### src/rtl/mips_cpu_pkg.sv
// rtl/mips_cpu_pkg.sv - shared types and constants for the mips_cpu bus slice
package mips_cpu_pkg;

  typedef enum logic [1:0] {
    SIZE_BYTE = 2'b00,
    SIZE_HALF = 2'b01,
    SIZE_WORD = 2'b10
  } size_t;

  typedef enum logic [1:0] {
    IDLE   = 2'b00,
    ACCESS = 2'b01,
    RESP   = 2'b10
  } bus_state_t;

  localparam logic [31:0] RESET_VECTOR = 32'hBFC00000;

  // Encoding 2'b11 falls into the word case, so it must be word-aligned too.
  function automatic logic is_misaligned(input logic [1:0] size, input logic [1:0] lo);
    case (size)
      SIZE_BYTE: is_misaligned = 1'b0;
      SIZE_HALF: is_misaligned = lo[0];
      default:   is_misaligned = |lo;
    endcase
  endfunction

endpackage

### src/rtl/mips_cpu_lane_align.sv
// rtl/mips_cpu_lane_align.sv - byte-lane enables, store placement and load extension
module mips_cpu_lane_align
  import mips_cpu_pkg::*;
(
  input  logic [1:0]  size,
  input  logic [1:0]  addr_lo,
  input  logic        is_signed,
  input  logic [31:0] wdata,
  input  logic [31:0] rdata,
  output logic [3:0]  byteenable,
  output logic [31:0] writedata,
  output logic [31:0] rdata_ext
);

  logic [31:0] shifted;

  always_comb begin
    shifted    = rdata >> {addr_lo, 3'b000};
    byteenable = 4'b0000;
    writedata  = 32'h0;
    rdata_ext  = 32'h0;
    case (size)
      SIZE_BYTE: begin
        byteenable = 4'b0001 << addr_lo;
        writedata  = {4{wdata[7:0]}};
        rdata_ext  = {{24{is_signed & shifted[7]}}, shifted[7:0]};
      end
      SIZE_HALF: begin
        byteenable = 4'b0011 << addr_lo;
        writedata  = {2{wdata[15:0]}};
        rdata_ext  = {{16{is_signed & shifted[15]}}, shifted[15:0]};
      end
      default: begin
        byteenable = 4'b1111;
        writedata  = wdata;
        rdata_ext  = shifted;
      end
    endcase
  end

endmodule

### src/rtl/mips_cpu_bus_ctrl.sv
// rtl/mips_cpu_bus_ctrl.sv - single-outstanding Avalon-style bus master for core requests
module mips_cpu_bus_ctrl
  import mips_cpu_pkg::*;
#(
  parameter int unsigned WAIT_TIMEOUT = 255
)
(
  input  logic        clk,
  input  logic        reset,
  input  logic        req,
  output logic        req_ready,
  input  logic        req_we,
  input  logic [31:0] req_addr,
  input  logic [1:0]  req_size,
  input  logic        req_signed,
  input  logic [31:0] req_wdata,
  output logic        resp_valid,
  output logic [31:0] resp_rdata,
  output logic        resp_err,
  output logic [31:0] address,
  output logic        write,
  output logic        read,
  input  logic        waitrequest,
  output logic [31:0] writedata,
  output logic [3:0]  byteenable,
  input  logic [31:0] readdata
);

  bus_state_t  state, state_nx;
  logic [1:0]  lat_size, lat_lo;
  logic        lat_signed;
  logic [31:0] wait_cnt;
  logic [1:0]  al_size, al_lo;
  logic        al_signed;
  logic [3:0]  al_be;
  logic [31:0] al_wdata, al_rdata;
  logic        misaligned, timed_out, access_end;

  assign req_ready  = (state == IDLE) && reset;
  assign misaligned = is_misaligned(req_size, req_addr[1:0]);
  assign timed_out  = (WAIT_TIMEOUT != 0) && waitrequest && (wait_cnt == WAIT_TIMEOUT - 1);
  assign access_end = !waitrequest || timed_out;

  // The aligner sees the live request while idle and the latched one during the access.
  assign al_size   = (state == IDLE) ? req_size       : lat_size;
  assign al_lo     = (state == IDLE) ? req_addr[1:0]  : lat_lo;
  assign al_signed = (state == IDLE) ? req_signed     : lat_signed;

  mips_cpu_lane_align u_lane_align (
    .size       (al_size),
    .addr_lo    (al_lo),
    .is_signed  (al_signed),
    .wdata      (req_wdata),
    .rdata      (readdata),
    .byteenable (al_be),
    .writedata  (al_wdata),
    .rdata_ext  (al_rdata)
  );

  always_comb begin
    state_nx = state;
    case (state)
      IDLE:    if (req) state_nx = misaligned ? RESP : ACCESS;
      ACCESS:  if (access_end) state_nx = RESP;
      RESP:    state_nx = IDLE;
      default: state_nx = IDLE;
    endcase
  end

  always_ff @(posedge clk) begin
    if (!reset) begin
      state      <= IDLE;
      read       <= 1'b0;
      write      <= 1'b0;
      address    <= 32'h0;
      writedata  <= 32'h0;
      byteenable <= 4'b0000;
      resp_valid <= 1'b0;
      resp_rdata <= 32'h0;
      resp_err   <= 1'b0;
      wait_cnt   <= 32'h0;
      lat_size   <= 2'b00;
      lat_lo     <= 2'b00;
      lat_signed <= 1'b0;
    end else begin
      state      <= state_nx;
      resp_valid <= 1'b0;
      resp_rdata <= 32'h0;
      resp_err   <= 1'b0;
      case (state)
        IDLE: begin
          if (req && misaligned) begin
            resp_valid <= 1'b1;
            resp_err   <= 1'b1;
          end else if (req) begin
            lat_size   <= req_size;
            lat_lo     <= req_addr[1:0];
            lat_signed <= req_signed;
            read       <= !req_we;
            write      <= req_we;
            address    <= {req_addr[31:2], 2'b00};
            writedata  <= al_wdata;
            byteenable <= al_be;
            wait_cnt   <= 32'h0;
          end
        end
        ACCESS: begin
          if (access_end) begin
            read       <= 1'b0;
            write      <= 1'b0;
            resp_valid <= 1'b1;
            resp_err   <= waitrequest;
            resp_rdata <= (read && !waitrequest) ? al_rdata : 32'h0;
          end else begin
            wait_cnt <= wait_cnt + 32'd1;
          end
        end
        default: ;
      endcase
    end
  end

endmodule

### config.mk
export PLATFORM = sky130hd
export DESIGN_NAME = mips_cpu_bus_ctrl
export DESIGN_NICKNAME = d
export VERILOG_FILES = /design/src/rtl/mips_cpu_pkg.sv /design/src/rtl/mips_cpu_lane_align.sv /design/src/rtl/mips_cpu_bus_ctrl.sv
export SDC_FILE = /design/constraint.sdc
export NUM_CORES = 1
export LEC_CHECK = 0
export ABC_CLOCK_PERIOD_IN_PS = 3450
export CORE_MARGIN = 4
export CORE_UTILIZATION = 50
export DETAILED_ROUTE_END_ITERATION = 10
export HOLD_SLACK_MARGIN = 0.03
export PLACE_DENSITY = 0.85
export SYNTH_ARGS = -nofsm -noshare
export SYNTH_HDL_FRONTEND = slang
export SYNTH_SLANG_ARGS = --single-unit
export TNS_END_PERCENT = 20
### constraint.sdc
create_clock -name clk -period 3.45 [get_ports clk]
set_input_delay 0.345 -clock clk [delete_from_list [all_inputs] [get_ports clk]]
set_output_delay 0.345 -clock clk [all_outputs]
set_load 0.05 [all_outputs]
==> results.json, run 1 <==
{
  "clock_latency_ns": 0.42,
  "drive_gt1_frac": 0.0777,
  "nets": 1074,
  "numCtsBuffers": 17,
  "ys_async_sr_fraction": 0,
  "track_usage": 0.269,
  "area_growth_pct": 42.7,
  "worstMarginPinSlew_ns": 0.757,
  "cap_violations": 0,
  "grt_max_degree": 54,
  "cts_tree": "yes",
  "grt_pass1_vias": 6249,
  "power.density_nw_per_um2": 486,
  "final-hold-violation-count": 0,
  "worstPathRequired_ns": 3.80,
  "n_fill_cell": 905,
  "ys_seq_area_frac": 0.447,
  "timing.final.crit_share": 0.783,
  "netlist_area_um2": 6310,
  "place.port_buffers": 206,
  "dpl_cell_area_um2": 8440,
  "clock-root-buffer": "clkbuf_16",
  "crit_arrival_ns": 3.05,
  "dp_hpwl_mm": 13.6,
  "synth_seq_cells": 141,
  "wire_per_inst_um": 17.1,
  "synth_cell_type_count": 59,
  "crit_type": "reg -> reg",
  "fmax_mhz": 370,
  "synth_most_common_cell": "nand2_1",
  "worst_setup_path_start_kind": "flop",
  "globalplace.congestion": 0.871,
  "synth_cells": 780,
  "syn_avg_cell_area_um2": 8.09,
  "whs_path_depth": 2,
  "drt_first_pass_iters": 6,
  "cts_hold_buf": 0,
  "die_y_um": 120,
  "diodes": 0,
  "grt_first_pass_wirelength_mm": 31.6,
  "yosys_warnings": 0,
  "r2r_cells": 5,
  "power_leakage_uw": 0.00321,
  "cp-end-kind": "flop",
  "coreArea_um2": 12200,
  "final.setup.tns_ns": 0,
  "ios": 209,
  "status": "finished clean",
  "min_path_type": "reg -> reg",
  "synth_top_cell_by_area": "dfxtp_1",
  "drt_iter0_markers": 637,
  "maxSlewHeadroom": 0.490,
  "irDropWorstVdd_uv": 355,
  "antenna_found_initial": 0,
  "finClkSkew_ns": 0.00555,
  "cts_resized": 0,
  "routed_wl_mm": 19.6,
  "die_x_um": 120,
  "slew_viol_final": 0,
  "final_cell_area_um2": 9000,
  "ant_nets": 0,
  "rows": 40,
  "cts.reportedPaths.clkPinSlew_ns": 0.06,
  "drc_errors": 0,
  "num_vias": 6616,
  "start_util": 0.519,
  "cp_max_fo": 19,
  "synth_edf_count": 0,
  "clock_path_buffers": 2,
  "htree_levels": 4,
  "dieArea_um2": 14500,
  "post_cts_buffers": 0,
  "setup_viol": 0,
  "rsz0062_at_grt": "no",
  "vias_per_cell": 5.77,
  "gr-total-overflow": 0,
  "yosys_most_used_dff": "dfxtp_1",
  "synth_top_cell_area_share": 0.447,
  "final.min_clock_period_ns": 2.70,
  "cts.sinks": 141,
  "synth_area_leaders": "dfxtp_1 (45%), nand2_1 (10%), a21oi_1 (8.5%), o21ai_0 (4.4%), a31oi_1 (3.6%)",
  "synth_common_cells": "nand2_1 (173), dfxtp_1 (141), a21oi_1 (107)"
}
[cells by family (layout without fill, tap and decap cells)]
group,after synthesis,after routing,synth area share
AND/OR/NAND/NOR,300,300,0.218
AO/OA/AOI/OAI,251,251,0.236
flip-flops,141,141,0.447
buffers and inverters,61,258,0.0464
multiplexers,24,24,0.0474
adder cells (fa/ha/maj),2,2,0.00397
other,1,2,0.000594
[layout by cell type (no fill, tap or decap), types with 3 or more instances in the layout]
cell	instances
a211oi_1	4
nor4_1	7
a2111o_1	4
mux2_2	13
nor3_1	5
a21oi_1	107
nor2_1	28
o21a_1	4
nand2_1	173
clkdlybuf4s50_1	205
or3_1	4
nand2b_1	5
a22oi_1	8
mux4_2	3
clkbuf_8	3
inv_1	5
and3_1	15
nor2b_1	4
a41oi_1	4
a31oi_1	36
a311oi_1	10
clkinv_2	3
mux2i_1	7
nand4_1	13
o21ai_0	56
buf_4	18
dfxtp_1	141
nand3_1	29
clkbuf_16	17
[registers in the layout, indices dropped and copies added (netlist names)]
signal,count
wait_cnt,32
read,1
resp_err,1
address,30
byteenable,4
write,1
resp_valid,1
state,2
lat_size,2
lat_signed,1
writedata,32
resp_rdata,32
lat_lo,2
[layer usage]
layer,vias up,track usage,share of wire
met5,-,0,0
met4,0,0.0914,0.022
met3,36,0.115,0.10
met2,305,0.424,0.47
met1,3091,0.333,0.41
li1,3184,-,-
[worst paths after layout]
| path | startpoint | to | slack, ns |
|---|---|---|---|
| worst max-delay path | state[1] | writedata[11] | 0.75 |
| worst min-delay path | address[12] | address[12] | 0.45 |
| worst max register to register | state[1] | writedata[11] | 0.75 |
| worst min register to register | address[12] | address[12] | 0.45 |
[metrics by stage]
stage	total power [µW]	std cells	worst slack, ns	hold WS, ns	util
2_1_floorplan	2300	781	1.30	0.434	-
3_3_place_gp	2630	1117	0.740	0.441	0.694
3_5_place_dp	2640	1117	0.617	0.446	0.694
4_1_cts	4380	1146	0.785	0.453	0.740
5_1_grt	4530	1146	0.526	0.458	0.740
6_report	4370	1146	0.750	0.453	0.740
[worst max-delay path, cell delays in order, from the launching register on]
cell and delay (ns):
dfxtp_1 0.45, nor2_2 0.46, mux2_2 0.56, o21ai_0 0.67
o21ai_0 0.29, a21oi_1 0.19
[report_power, final]
group / internal (µW) / total, µW / leakage (µW) / switching (µW)
logic: 337 / 878 / 0.00179 / 541
registers: 1700 / 1740 / 0.00115 / 42.6
clock network: 1100 / 1760 / 0.000274 / 654
total: 3140 / 4370 / 0.00321 / 1240
[area by class of cell]
class | instances | area, µm² | share of cell area
multi-input cells | 579 | 3200 | 0.355
flip-flops and latches | 141 | 2820 | 0.313
repair buffers | 223 | 2190 | 0.243
clock buffers | 22 | 474 | 0.0527
well taps | 168 | 210 | 0.0233
clock inverters | 7 | 90.1 | 0.0100
inverters | 6 | 22.5 | 0.00250
(Power assumes the default switching activity.)
==> run 2: changes to the inputs <==
ABC_CLOCK_PERIOD_IN_PS = 2700   (was 3450)
CORE_UTILIZATION = 46   (was 50)
PLACE_DENSITY = 0.79   (was 0.85)
clock period = 2.7 ns   (was 3.45 ns; I/O delays follow)
==> run 2 against run 1 <==
Sequential power is 28% higher. Largest cell class unchanged. Clock skew is 0.0011 ns higher. First-iteration DRC count is 33% lower. Critical path depth is 1 higher. Final cell count is 1.6% higher.
==> results.json, run 2 (synthesized netlist as in run 1, its figures left out) <==
{
  "layout_commonest_cell": "clkdlybuf4s50_1",
  "drc_errors": 0,
  "r2r_slack_ns": 0.43,
  "final_cell_mix": "clkdlybuf4s50_1 (205), nand2_1 (173), dfxtp_1 (141)",
  "total_power_uw": 5430,
  "ios": 209,
  "numCtsBuffers": 17,
  "die_x_um": 125,
  "final_cell_area_um2": 9060,
  "n_fill_cell": 1099,
  "worstPathRequired_ns": 3.04,
  "dp_hpwl_mm": 13.7,
  "final-hold-violation-count": 0,
  "min_path_type": "in -> reg",
  "post_cts_buffers": 0,
  "final.min_clock_period_ns": 2.27,
  "clock-root-buffer": "clkbuf_16",
  "coreArea_um2": 13300,
  "worstMarginPinSlew_ns": 0.852,
  "clock_path_buffers": 2,
  "globalplace.congestion": 0.850,
  "cap_violations": 0,
  "finClkSkew_ns": 0.00665,
  "reg2reg_from": "state[1]",
  "start_util": 0.473,
  "vias_per_cell": 5.68,
  "dpl_cell_area_um2": 8540,
  "wire_per_inst_um": 17.0,
  "fmax_mhz": 441,
  "r2r_cells": 6,
  "worst_setup_path_start_kind": "flop",
  "maxSlewHeadroom": 0.426,
  "dieArea_um2": 15700,
  "cts.sinks": 141,
  "grt_first_pass_wirelength_mm": 31.8,
  "whs_path_depth": 3,
  "ant_nets": 0,
  "grt_pass1_vias": 6227,
  "rows": 42,
  "drt_first_pass_iters": 5,
  "drt_iter0_markers": 428,
  "track_usage": 0.246,
  "slew_viol_final": 0,
  "power.density_nw_per_um2": 600,
  "routed_wl_mm": 19.8,
  "diodes": 0,
  "timing.final.crit_share": 0.840,
  "setup_viol": 0,
  "die_y_um": 125,
  "crit_type": "reg -> reg",
  "power_leakage_uw": 0.00323,
  "timing.rr.end": "resp_rdata[16]",
  "worstHoldEndpoint": "address[5]",
  "antenna_found_initial": 0,
  "htree_levels": 4,
  "top_regs": "resp_rdata (32), wait_cnt (32), writedata (32)",
  "cp_max_fo": 24,
  "gr-total-overflow": 0,
  "irDropWorstVdd_uv": 426,
  "cts_hold_buf": 0,
  "place.port_buffers": 206,
  "num_vias": 6613,
  "cp-startpoint": "state[1]",
  "cts_resized": 0,
  "crit_arrival_ns": 2.61,
  "hp-start": "req_addr[5]",
  "final.setup.tns_ns": 0,
  "cts_tree": "yes",
  "cts.reportedPaths.clkPinSlew_ns": 0.06,
  "cp-end-kind": "flop",
  "status": "finished clean",
  "rsz0062_at_grt": "no",
  "nets": 1084,
  "clock_latency_ns": 0.42,
  "area_growth_pct": 43.6,
  "drive_gt1_frac": 0.0860,
  "grt_max_degree": 55
}
-- run 2: final cells by class --
type                    instances  area [µm²]  share of cell area
repair buffers                233        2270               0.251
clock buffers                  23         478              0.0528
inverters                       6        22.5             0.00249
well taps                     176         220              0.0243
multi-input cells             579        3200               0.353
clock inverters                 6        40.0             0.00442
flip-flops and latches        141        2820               0.312
-- run 2: report_power, final --
part	internal [µW]	leakage [µW]	switching, µW	total, µW
clock network	1230	0.000243	850	2080
registers	2170	0.00115	53.4	2220
logic	444	0.00184	690	1130
-- run 2: worst max-delay path, cell delays in order, from the launching register on --
cell and delay (ns):
dfxtp_1 0.56, nor2_2 0.10, buf_4 0.19, o31a_2 0.44, nand2b_1 0.20, a221o_2 0.50, a31oi_1 0.21
-- run 2: stage by stage --
step	util	instances	hold WS, ns	setup WS, ns
floorplan	-	781	0.406	0.700
global placement	0.640	1135	0.441	0.247
detailed placement	0.640	1135	0.445	0.195
CTS	0.678	1164	0.381	0.438
global route	0.678	1164	0.389	0.239
finish	0.678	1164	0.392	0.432
-- run 2: worst max-delay path by stage --
stage | slack [ns] | endpoint | cells after the start
after floorplan | 0.70 | req_ready | 4
after global placement | 0.25 | resp_rdata[18] | 6
after detailed placement | 0.20 | resp_rdata[18] | 6
after CTS | 0.44 | resp_rdata[18] | 6
after global routing | 0.24 | resp_rdata[30] | 6
final | 0.43 | resp_rdata[16] | 6
-- run 2: metal layers --
layer | up-vias | wire length, µm | share of wire | track usage
met5 | - | 0 | 0 | 0
met4 | 0 | 350 | 0.018 | 0.0714
met3 | 30 | 2000 | 0.10 | 0.105
met2 | 293 | 9030 | 0.46 | 0.385
met1 | 3089 | 8390 | 0.42 | 0.311
li1 | 3201 | - | - | -
